===== src/rtl/ad9361x2_ensm_sequencer.sv =====
// Pin-mode ENSM sequencer for the two AD9361 devices on FMCOMMS5.
// Drives ENABLE/TXNRX of both chips with an enable-low gap before any
// TXNRX change and a TXNRX setup time before ENABLE rises. Commands may be
// aligned to a tdd_sync event, generated here (master) or received (slave).
// Optional build macro AD9361X2_ENSM_SYNC_TIMEOUT_EN: slave sync wait gives
// up after SYNC_TIMEOUT cycles, raising err and completing without pin changes.
module ad9361x2_ensm_sequencer #(
    parameter int unsigned GAP_CYCLES     = 16,
    parameter int unsigned SETUP_CYCLES   = 8,
    parameter int unsigned SYNC_PULSE_LEN = 4,
    parameter int unsigned SYNC_TIMEOUT   = 65536
) (
    input  logic       axi_aclk,
    input  logic       axi_areset,
    input  logic       cmd_valid,
    output logic       cmd_ready,
    input  logic       cmd_enable,
    input  logic       cmd_txnrx,
    input  logic [1:0] cmd_mask,
    input  logic       cmd_sync,
    input  logic       cmd_sync_master,
    output logic       enable_0,
    output logic       txnrx_0,
    output logic       enable_1,
    output logic       txnrx_1,
    input  logic       tdd_sync_i,
    output logic       tdd_sync_o,
    output logic       tdd_sync_t,
    output logic       busy,
    output logic       done,
    output logic       err
);

    localparam int unsigned MAX_A = (GAP_CYCLES > SETUP_CYCLES) ? GAP_CYCLES : SETUP_CYCLES;
    localparam int unsigned MAX_B = (MAX_A > SYNC_PULSE_LEN) ? MAX_A : SYNC_PULSE_LEN;
    localparam int unsigned MAX_C = (MAX_B > SYNC_TIMEOUT) ? MAX_B : SYNC_TIMEOUT;
    localparam int unsigned CNT_W = (MAX_C > 1) ? $clog2(MAX_C) : 1;

    typedef enum logic [2:0] {
        IDLE      = 3'd0,
        WAIT_SYNC = 3'd1,
        DISABLE   = 3'd2,
        SETUP     = 3'd3,
        FINISH    = 3'd4
    } state_t;

    state_t             state, state_n;
    logic [CNT_W-1:0]   cnt, cnt_n;
    logic [1:0]         en_q, en_n, tx_q, tx_n;
    logic               sync_o_q, sync_o_n, sync_t_q, sync_t_n;
    logic               ready_q, busy_q, done_q, done_n, err_q, err_n;
    logic               lat_enable, lat_txnrx, lat_master;
    logic [1:0]         lat_mask;
    logic               sync_meta, sync_sync, sync_dly, sync_rise;
    logic               accept, do_apply, dec_txnrx;
    logic [1:0]         dec_mask;

    assign accept    = (state == IDLE) && cmd_valid;
    assign sync_rise = sync_sync & ~sync_dly;

    // Two-flop synchronizer plus one delay stage for rising-edge detection
    always_ff @(posedge axi_aclk or posedge axi_areset) begin
        if (axi_areset) begin
            sync_meta <= 1'b0;
            sync_sync <= 1'b0;
            sync_dly  <= 1'b0;
        end else begin
            sync_meta <= tdd_sync_i;
            sync_sync <= sync_meta;
            sync_dly  <= sync_sync;
        end
    end

    // Next state, counter and next values of every registered output
    always_comb begin
        state_n   = state;
        cnt_n     = cnt;
        en_n      = en_q;
        tx_n      = tx_q;
        sync_o_n  = 1'b0;
        sync_t_n  = 1'b1;
        done_n    = 1'b0;
        err_n     = err_q;
        do_apply  = 1'b0;
        dec_mask  = lat_mask;
        dec_txnrx = lat_txnrx;

        case (state)
            IDLE: begin
                if (cmd_valid) begin
                    err_n     = 1'b0;
                    dec_mask  = cmd_mask;
                    dec_txnrx = cmd_txnrx;
                    if (cmd_mask == 2'b00) begin
                        state_n = FINISH;
                        done_n  = 1'b1;
                    end else if (cmd_sync) begin
                        state_n = WAIT_SYNC;
                        if (cmd_sync_master) begin
                            sync_o_n = 1'b1;
                            sync_t_n = 1'b0;
                            cnt_n    = CNT_W'(SYNC_PULSE_LEN - 1);
                        end else begin
                            cnt_n    = CNT_W'(SYNC_TIMEOUT - 1);
                        end
                    end else begin
                        do_apply = 1'b1;
                    end
                end
            end
            WAIT_SYNC: begin
                if (lat_master) begin
                    if (cnt != '0) begin
                        sync_o_n = 1'b1;
                        sync_t_n = 1'b0;
                        cnt_n    = cnt - CNT_W'(1);
                    end else begin
                        do_apply = 1'b1;
                    end
                end else if (sync_rise) begin
                    do_apply = 1'b1;
`ifdef AD9361X2_ENSM_SYNC_TIMEOUT_EN
                end else if (cnt == '0) begin
                    state_n = FINISH;
                    done_n  = 1'b1;
                    err_n   = 1'b1;
                end else begin
                    cnt_n = cnt - CNT_W'(1);
`endif
                end
            end
            DISABLE: begin
                if (cnt == '0) begin
                    state_n = SETUP;
                    tx_n    = (tx_q & ~lat_mask) | (lat_mask & {2{lat_txnrx}});
                    cnt_n   = CNT_W'(SETUP_CYCLES - 1);
                end else begin
                    cnt_n = cnt - CNT_W'(1);
                end
            end
            SETUP: begin
                if (cnt == '0) begin
                    state_n = FINISH;
                    en_n    = (en_q & ~lat_mask) | (lat_mask & {2{lat_enable}});
                    done_n  = 1'b1;
                end else begin
                    cnt_n = cnt - CNT_W'(1);
                end
            end
            FINISH:  state_n = IDLE;
            default: state_n = IDLE;
        endcase

        // Apply decision: drop any enabled masked chip first, else go straight to setup
        if (do_apply) begin
            if ((dec_mask & en_q) != 2'b00) begin
                state_n = DISABLE;
                en_n    = en_q & ~dec_mask;
                cnt_n   = CNT_W'(GAP_CYCLES - 1);
            end else begin
                state_n = SETUP;
                tx_n    = (tx_q & ~dec_mask) | (dec_mask & {2{dec_txnrx}});
                cnt_n   = CNT_W'(SETUP_CYCLES - 1);
            end
        end
    end

    // State, counter, output and command-latch registers
    always_ff @(posedge axi_aclk or posedge axi_areset) begin
        if (axi_areset) begin
            state      <= IDLE;
            cnt        <= '0;
            en_q       <= 2'b00;
            tx_q       <= 2'b00;
            sync_o_q   <= 1'b0;
            sync_t_q   <= 1'b1;
            ready_q    <= 1'b1;
            busy_q     <= 1'b0;
            done_q     <= 1'b0;
            err_q      <= 1'b0;
            lat_enable <= 1'b0;
            lat_txnrx  <= 1'b0;
            lat_master <= 1'b0;
            lat_mask   <= 2'b00;
        end else begin
            state    <= state_n;
            cnt      <= cnt_n;
            en_q     <= en_n;
            tx_q     <= tx_n;
            sync_o_q <= sync_o_n;
            sync_t_q <= sync_t_n;
            ready_q  <= (state_n == IDLE);
            busy_q   <= (state_n != IDLE);
            done_q   <= done_n;
            err_q    <= err_n;
            if (accept) begin
                lat_enable <= cmd_enable;
                lat_txnrx  <= cmd_txnrx;
                lat_master <= cmd_sync_master;
                lat_mask   <= cmd_mask;
            end
        end
    end

    assign cmd_ready  = ready_q;
    assign enable_0   = en_q[0];
    assign enable_1   = en_q[1];
    assign txnrx_0    = tx_q[0];
    assign txnrx_1    = tx_q[1];
    assign tdd_sync_o = sync_o_q;
    assign tdd_sync_t = sync_t_q;
    assign busy       = busy_q;
    assign done       = done_q;
    assign err        = err_q;

endmodule


===== config.mk =====
export PLATFORM = sky130hd
export DESIGN_NAME = ad9361x2_ensm_sequencer
export DESIGN_NICKNAME = d
export VERILOG_FILES = /design/src/rtl/ad9361x2_ensm_sequencer.sv
export SDC_FILE = /design/constraint.sdc
export NUM_CORES = 1
export LEC_CHECK = 0
export CAP_MARGIN = 5
export CORE_ASPECT_RATIO = 0.8
export CORE_UTILIZATION = 57
export DETAILED_ROUTE_END_ITERATION = 10
export HOLD_SLACK_MARGIN = 0.1
export PLACE_DENSITY_LB_ADDON = 0.05
export SETUP_SLACK_MARGIN = 0.3
export SLEW_MARGIN = 20
export SYNTH_ARGS = -nofsm -noshare
export SYNTH_HDL_FRONTEND = slang
export SYNTH_SLANG_ARGS = --single-unit

===== constraint.sdc =====
create_clock -name axi_aclk -period 3 [get_ports axi_aclk]
set_input_delay 0.3 -clock axi_aclk [delete_from_list [all_inputs] [get_ports axi_aclk]]
set_output_delay 0.3 -clock axi_aclk [all_outputs]
set_load 0.02 [all_outputs]

==> results.txt, run 1 <==
The flow ran to the end, and the final reports show no timing, DRC or antenna violations. For the pin with the worst max-slew slack, the measured transition is 1086 ps. The tools report the placeable core region as 3495 um2. In this run the cell area measured after placement is 2356 um2. Average routed wire per standard cell: 19.02 um. VDD sags by at most 0.0006149 V. The vertical die dimension came out at 56.74 um.

In this run the critical register-to-register path is launched from cnt[0]$_DFFE_PP0P_. The vias per cell was 6.804; the reported leakage power was 0.9797 nW. The worst register-to-register path ends at cnt[3]$_DFFE_PP0P_. The worst path uses 86.81% of the clock period.

Pin count of the biggest net entering global routing: 37. The tools report the buffer type at the clock tree root as clkbuf_8. Floorplan die width: 70.42 um. In this run the register-to-register setup slack is 400 ps. After detailed routing, the total wire length is 5.441 mm. Data arrives at the worst endpoint at 2770 ps. For this run the aggregate overflow at the end of global routing stands at 0. The run gives 0 as the number of nets still failing antenna checks after routing.

The most critical setup path has its startpoint at cnt[0]$_DFFE_PP0P_. Gates resized during post-CTS repair numbered 0. The number of diodes added for antenna fixing was 0. For the number of detailed-routing iterations run before antenna repair, the log shows 5. Cells fill 70.28% of the core in the end. The worst setup path is launched from a register. The proportion of synthesized chip area in sequential cells is 42.32%. Setup repair after global routing left no endpoint under its margin.

The initial antenna violation count was 0; the final weighted congestion in routability-driven placement was 0.9375. The highest clock rate was 0.3840 GHz. The critical path ends at cnt[3]$_DFFE_PP0P_. The layout cell share with drive strength beyond 1 works out to 14.34%. After detailed routing, the number of remaining DRC violations is 0. Relative to the synthesized area, the layout overhead comes to 15.06%.

The number of ports placed on the die boundary was 20. The run gives 903.4 um2 as the area used by sequential logic in the layout. The setup path with the least slack is of type register to register.

For the setup violation total in the final timing report, the log shows 0. The startpoint identified for the worst hold timing path is sync_meta$_DFF_PP0_. The number of synthesized flops with an enable pin was 0; the count of final max-slew check failures was 0. The count of endpoints failing hold in the final timing report was 0. In this run, synthesis produced a sequential element count of 36.

The floorplan step defined a die boundary enclosing 3995 um2. Highest net fanout along the worst path: 10. Detailed routing inserted a total of 1946 vias. For the setup TNS, the log shows 0 ps. Yosys printed 0 warnings. For the worst setup path, the data required time is 3170 ps. The prevailing post-synth register cell is dfrtp_1.

Most common cell after layout, fill and taps aside: dfrtp_1. The finished cells cover 2456 um2. Dividing the synthesized area by the synthesized cell count gives 9.572 um2.

The tool flagged a number of max-cap violations equal to 0. The H-tree was split into 2 levels. The first global-routing pass estimated 9.080 mm of wire. In the final layout, the multi-input gates occupy 1126 um2. The run gives 1828 as the via count of the first global-routing pass. Clock tree synthesis found a total of 36 sinks.

The min-delay analysis places its worst path in the category register to register. Across the routed clock network, the largest skew measured is 7.501 ps. After filler insertion, the fill cell instance count of the layout stands at 275. The run gives 200 as the iteration-0 DRC count of the detailed router. Measured in cells, the most critical reg-to-reg path has a length of 7.

In the final design database the tool counted 254 nets. The clock passes through at most 2 buffers. For the worst-skew pair, the clock arrives at the later sink with an insertion delay of 290 ps. The logs give 504.7 ps for the pre-CTS setup slack and 223 for the gate count after technology mapping. Once the floorplan was initialized, standard cells occupied 61.08% of the core. The final period demand of the worst path is 2604 ps. For the number of buffers added for setup after CTS, the log shows 0. The type of destination of the critical path is a register. The remaining max-slew budget at the tightest pin was 27.28%; the hold-fix buffer count after cts was 0.

The clock-pin slew of the registers on the worst-case setup and hold paths came out at 80 ps. Port buffering added 18 buffers. The netlist uses 62 different library cells. The power per cell area was 945.3 nW/um2; the net count after synthesis was 234. The proportion of synthesized flip-flops having asynchronous set or reset is 100.0%. Once routing completed, OpenROAD measured the worst setup slack at 395.8 ps.

The library cells used most frequently in the layout, excluding fill and tap cells, are 34 x dfrtp_1, 18 x clkdlybuf4s50_1, 17 x nor2_1, 17 x a21oi_1. TritonCTS built the clock tree. The logs give 29.46% for the overall track demand over capacity in global routing and 3.935 mm for the half-perimeter wire length after placement. The initialized floorplan defines 19 standard-cell rows. In this run, CTS created clock tree buffers numbering 5. The mapped cell area came out at 2135 um2.
## per-layer routing
layer  part of all wire [%]  vias up  routed length, um  track usage [%]
li1                       -      897                  -                -
met1                     46      910               2494            44.82
met2                     41      121               2254            40.00
met3                     10       18                560            7.540
met4                    2.4        0                131            10.57
met5                      0        -                  0                0
## flip-flops by register name, indices dropped and copies added (netlist names), named ones only
register / count
cnt: 16
lat_master: 1
done: 1
lat_enable: 1
tdd_sync_t: 1
lat_txnrx: 1
busy: 1
en_q: 2
sync_sync: 1
sync_meta: 1
cmd_ready: 1
state: 3
lat_mask: 2
tdd_sync_o: 1
sync_dly: 1
## cells by family (layout without fill, tap and decap cells)
kind of cell	count (synthesis)	count (layout)	share of synthesized area (%)
flip-flops	36	36	42.32
multiplexers	9	9	4.572
AND/OR/NAND/NOR	81	81	22.80
adder cells (fa/ha/maj)	1	1	0.5861
AO/OA/AOI/OAI	72	72	24.21
XOR/XNOR	1	1	0.4104
other	1	1	0.1757
buffers and inverters	22	43	4.923
## synthesized netlist by cell type (3+ instances only)
cell type | count | area [um2]
mux2_2 | 4 | 45.04
nor3_1 | 10 | 50.05
nand2_1 | 9 | 33.78
a31oi_1 | 3 | 18.77
a311oi_1 | 3 | 26.28
and3_1 | 4 | 25.02
o32ai_1 | 4 | 35.03
nand4_1 | 5 | 31.28
clkbuf_1 | 4 | 15.01
inv_1 | 9 | 33.78
nor2_1 | 17 | 63.81
nand3_1 | 7 | 35.03
nand2b_1 | 3 | 18.77
buf_2 | 6 | 30.03
a21oi_1 | 17 | 85.08
nor4_1 | 5 | 31.28
o2bb2ai_1 | 3 | 26.28
o22ai_1 | 3 | 18.77
o211ai_1 | 3 | 22.52
o21ai_0 | 10 | 50.05
dfrtp_1 | 34 | 850.8
mux2i_1 | 3 | 30.03
## layout make-up
| cell class | count | area share (%) |
|---|---|---|
| Multi-Input combinational cell | 165 | 45.85 |
| Sequential cell | 36 | 36.78 |
| Timing Repair Buffer | 26 | 9.781 |
| Clock buffer | 8 | 4.075 |
| Tap cell | 42 | 2.140 |
| Inverter | 9 | 1.375 |
## where the power goes
group	internal [mW]	switching, mW	leakage, nW
combinational	0.441	0.622	0.495
clock	0.210	0.173	0.0515
sequential	0.666	0.210	0.433
total	1.32	1.00	0.980
## how the worst min path moves through the flow
stage                                      to  slack (ps)  cells after the start
after floorplan           sync_sync$_DFF_PP0_         330                      0
after global placement    sync_sync$_DFF_PP0_         350                      0
after detailed placement  sync_sync$_DFF_PP0_         340                      0
after CTS                 sync_sync$_DFF_PP0_         360                      0
after global routing      sync_sync$_DFF_PP0_         380                      0
final                     sync_sync$_DFF_PP0_         360                      0
## metrics by stage
stage                     total power [mW]  hold WS [ps]  instances
after floorplan                      1.630         331.2        223
after global placement               1.887         345.7        278
after detailed placement             1.913         337.8        278
after CTS                            2.293         364.6        286
after global routing                 2.461         378.1        286
final                                2.322         363.9        286
## worst max-delay path, stage by stage (launching register included)
cell	delay, ps
dfrtp_1	360
inv_1	90
ha_1	310
nor4b_2	210
and3_1	250
a31oi_1	800
a21oi_1	140
a311o_1	330
(Power assumes the default switching activity.)
==> run 2, diff against run 1 <==
Settings changed: CTS_CLUSTER_DIAMETER from default to 30.
==> results of run 2 <==
No change in the layout: final DEF, timing and power equal those of run 1.
==> run 3, diff against run 2 <==
Settings changed: CORE_MARGIN from default to 10.
==> results.txt, run 3 (synthesis results as in run 1) <==
The flow ran to the end, and the final reports show no timing, DRC or antenna violations. The vias per cell was 6.811 (about the same). The type of destination of the critical path is a register. For the number of violations of the max-capacitance limit, the log shows 0 (unchanged). The hold-fix buffer count after cts came out at 0 (unchanged). The average routed wire per standard cell came out at 19.66 um (+3.4%). For the worst-case clock skew, the log shows 5.823 ps (-1.678 ps). The vertical die dimension is 74.74 um (+32%). The placeable core region came out at 3518 um2 (+0.68%). Final weighted congestion in routability-driven placement: 0.9609 (+2.5%). The part of the cycle the worst path needs was 84.00% (-2.8 points); the starting density of the core was 60.67% (-0.41 points). Most common cell after layout, fill and taps aside: dfrtp_1. The setup TNS came out at 0 ps (unchanged). For the critical path required time, the log shows 3170 ps (about the same). The run gives 0 (unchanged) as the number of diodes added for antenna fixing.

The final period demand of the worst path is 2520 ps (-84.18 ps), and the floorplan row count is 19 (unchanged). The power per cell area is 960.3 nW/um2 (+1.6%), and the reported leakage power is 0.9801 nW (about the same). The run gives 4.014 mm (+2.0%) as the half-perimeter wire length after placement. TritonCTS built the clock tree.

The pin count of the biggest net entering global routing was 37 (unchanged); the DRC violation count after routing was 0 (unchanged). The count of endpoints failing hold in the final timing report was 0 (unchanged). The die area was 6608 um2 (+65%); the data arrival at the endpoint of the critical path was 2690 ps (-80 ps).

The area used by sequential logic in the layout came out at 903.4 um2 (unchanged). The clock-pin slew of the registers on the worst-case setup and hold paths was 70 ps (about the same); the number of sinks handled by clock tree synthesis was 36 (unchanged). In the layout the commonest cells are 34 x dfrtp_1, 18 x clkdlybuf4s50_1, 17 x nor2_1, 17 x a21oi_1. More flip-flops sit in one register than any other, and that register is cnt. The maximum number of buffers from clock root to sink is 2 (unchanged). The fraction of power spent switching nets works out to 42.94% (-0.34 points). For the later-pin clock latency in the skew report, the log shows 290 ps (about the same). The floorplan die width was 88.42 um (+26%).

The worst setup path category is register to register. The share of total power in combinational logic was 45.0% (-0.8 points). The number of ports placed on the die boundary is 20 (unchanged), and the internal power is 1.349 mW (+2.5%). The number of buffers added for setup after CTS came out at 0 (unchanged).

The kind of start point of the critical path was a register. The remaining max-slew budget at the tightest pin was 27.89% (+0.61 points); the remaining global-route overflow was 0 (unchanged). The number of nets still failing antenna checks after routing came out at 0 (unchanged).

The switching power is 1.015 mW (+1.0%). For the via count, the log shows 1941 (-0.26%). Share of power burned in the clock network: 17.5% (+1.0 points).

The tools report the CTS H-tree depth as 2 (unchanged). Setup repair after global routing left no endpoint under its margin. The run gives 17.32% (-12 points) as the overall track demand over capacity in global routing.

Class of the worst hold path: register to register. The run gives 9.163 mm (+0.91%) as the global-route wire length before repair. The run gives 234 (+17%) as the iteration-0 DRC count of the detailed router. The tools report the buffer type at the clock tree root as clkbuf_8. Highest clock rate: 0.3968 GHz (+3.3%).

Layout-stage area growth over the synthesis result: 15.36%. The highest net fanout along the worst path works out to 10 (unchanged). The largest registers in the layout are cnt (16), state (3). The number of buffer cells added on primary ports is 18 (unchanged), and the number of detailed-routing iterations run before antenna repair is 5 (unchanged). For the peak ir drop on the vdd network, the log shows 0.0008561 V (+39%). The number of nets at the end of the flow came out at 253 (-0.39%).

The logs give 0 (unchanged) for the initial antenna violation count and 1132 um2 (+0.56%) for the combined area of the multi-input logic cells. The tools report the total length of routed wires as 5.604 mm (+3.0%). The setup violation total in the final timing report was 0 (unchanged). The flip-flop count of the largest register, all copies and words added is 16 (unchanged), and the actual transition at the worst max-transition pin is 1077 ps (-9.093 ps). For the instance area after placement, the log shows 2349 um2 (-0.32%). The layout cell share with drive strength beyond 1 is 14.40% (+0.059 points), and the final instance area is 2462 um2 (+0.25%).

The logs give 1780 (-2.6%) for the via count of the first global-routing pass and 37.6% (about the same) for the proportion of power drawn by flip-flops and latches. The count of final max-slew check failures came out at 0 (unchanged). The count of filler cells inserted in the layout is 265 (-3.6%), and the number of buffers created by CTS is 5 (unchanged).
run 3: power by group through the flow:
stage               Combinational, mW  Sequential, mW  Clock, mW
floorplan                       0.802           0.828          0
global placement                 1.01           0.873          0
detailed placement               1.03           0.884          0
CTS                              1.03           0.877      0.420
global route                     1.16           0.913      0.440
finish                           1.06           0.888      0.413
run 3: critical path: stages, from the launching register on:
cell and delay (ps):
dfrtp_1 370, inv_1 80, ha_1 210, nor4b_2 150
buf_4 170, and3_1 240, a31oi_1 790, a21oi_1 80
a311o_1 310
run 3: timing repair:
| action | CTS | global route |
|---|---|---|
| endpoints found under the setup margin | 0 | 1 |
| endpoints found under the hold margin | 0 | 0 |
| resized for setup | 0 | 1 |
run 3: per-stage QoR:
| step | total power, mW | instances | hold slack (ps) | worst slack, ps | utilization [%] |
|---|---|---|---|---|---|
| final | 2.365 | 285 | 355.5 | 480.0 | 69.99 |
| after global routing | 2.514 | 285 | 362.0 | 388.3 | 69.99 |
| after CTS | 2.331 | 285 | 358.2 | 486.5 | 69.81 |
| after detailed placement | 1.914 | 277 | 338.6 | 448.8 | 66.75 |
| after global placement | 1.882 | 277 | 345.1 | 526.6 | 66.75 |
| after floorplan | 1.630 | 223 | 331.2 | 767.3 | - |
run 3: metal layers:
layer | GRT usage [%] | up-vias | wire, um
met3 | 4.854 | 19 | 544
li1 | - | 892 | -
met1 | 25.26 | 908 | 2569
met4 | 4.651 | 0 | 93
met2 | 24.33 | 122 | 2396
met5 | 0 | - | 0
run 3: worst paths after layout:
path / start / end / slack [ps] / depth (start not counted)
min in group asynchronous: axi_areset / lat_enable$_DFFE_PP0P_ / 450 / 3
max reg2reg: cnt[0]$_DFFE_PP0P_ / cnt[3]$_DFFE_PP0P_ / 480 / 8
min reg2reg: sync_meta$_DFF_PP0_ / sync_sync$_DFF_PP0_ / 360 / 0
max in group asynchronous: axi_areset / tdd_sync_t$_DFF_PP1_ / 2210 / 3
min: sync_meta$_DFF_PP0_ / sync_sync$_DFF_PP0_ / 360 / 0
max: cnt[0]$_DFFE_PP0P_ / cnt[3]$_DFFE_PP0P_ / 480 / 8
run 3: layout make-up:
| class | instances | share of cell area (%) |
|---|---|---|
| Tap cell | 42 | 2.134 |
| Clock inverter | 2 | 1.423 |
| Clock buffer | 6 | 2.947 |
| Inverter | 9 | 1.372 |
| Sequential cell | 36 | 36.69 |
| Timing Repair Buffer | 25 | 9.451 |
| Multi-Input combinational cell | 165 | 45.99 |
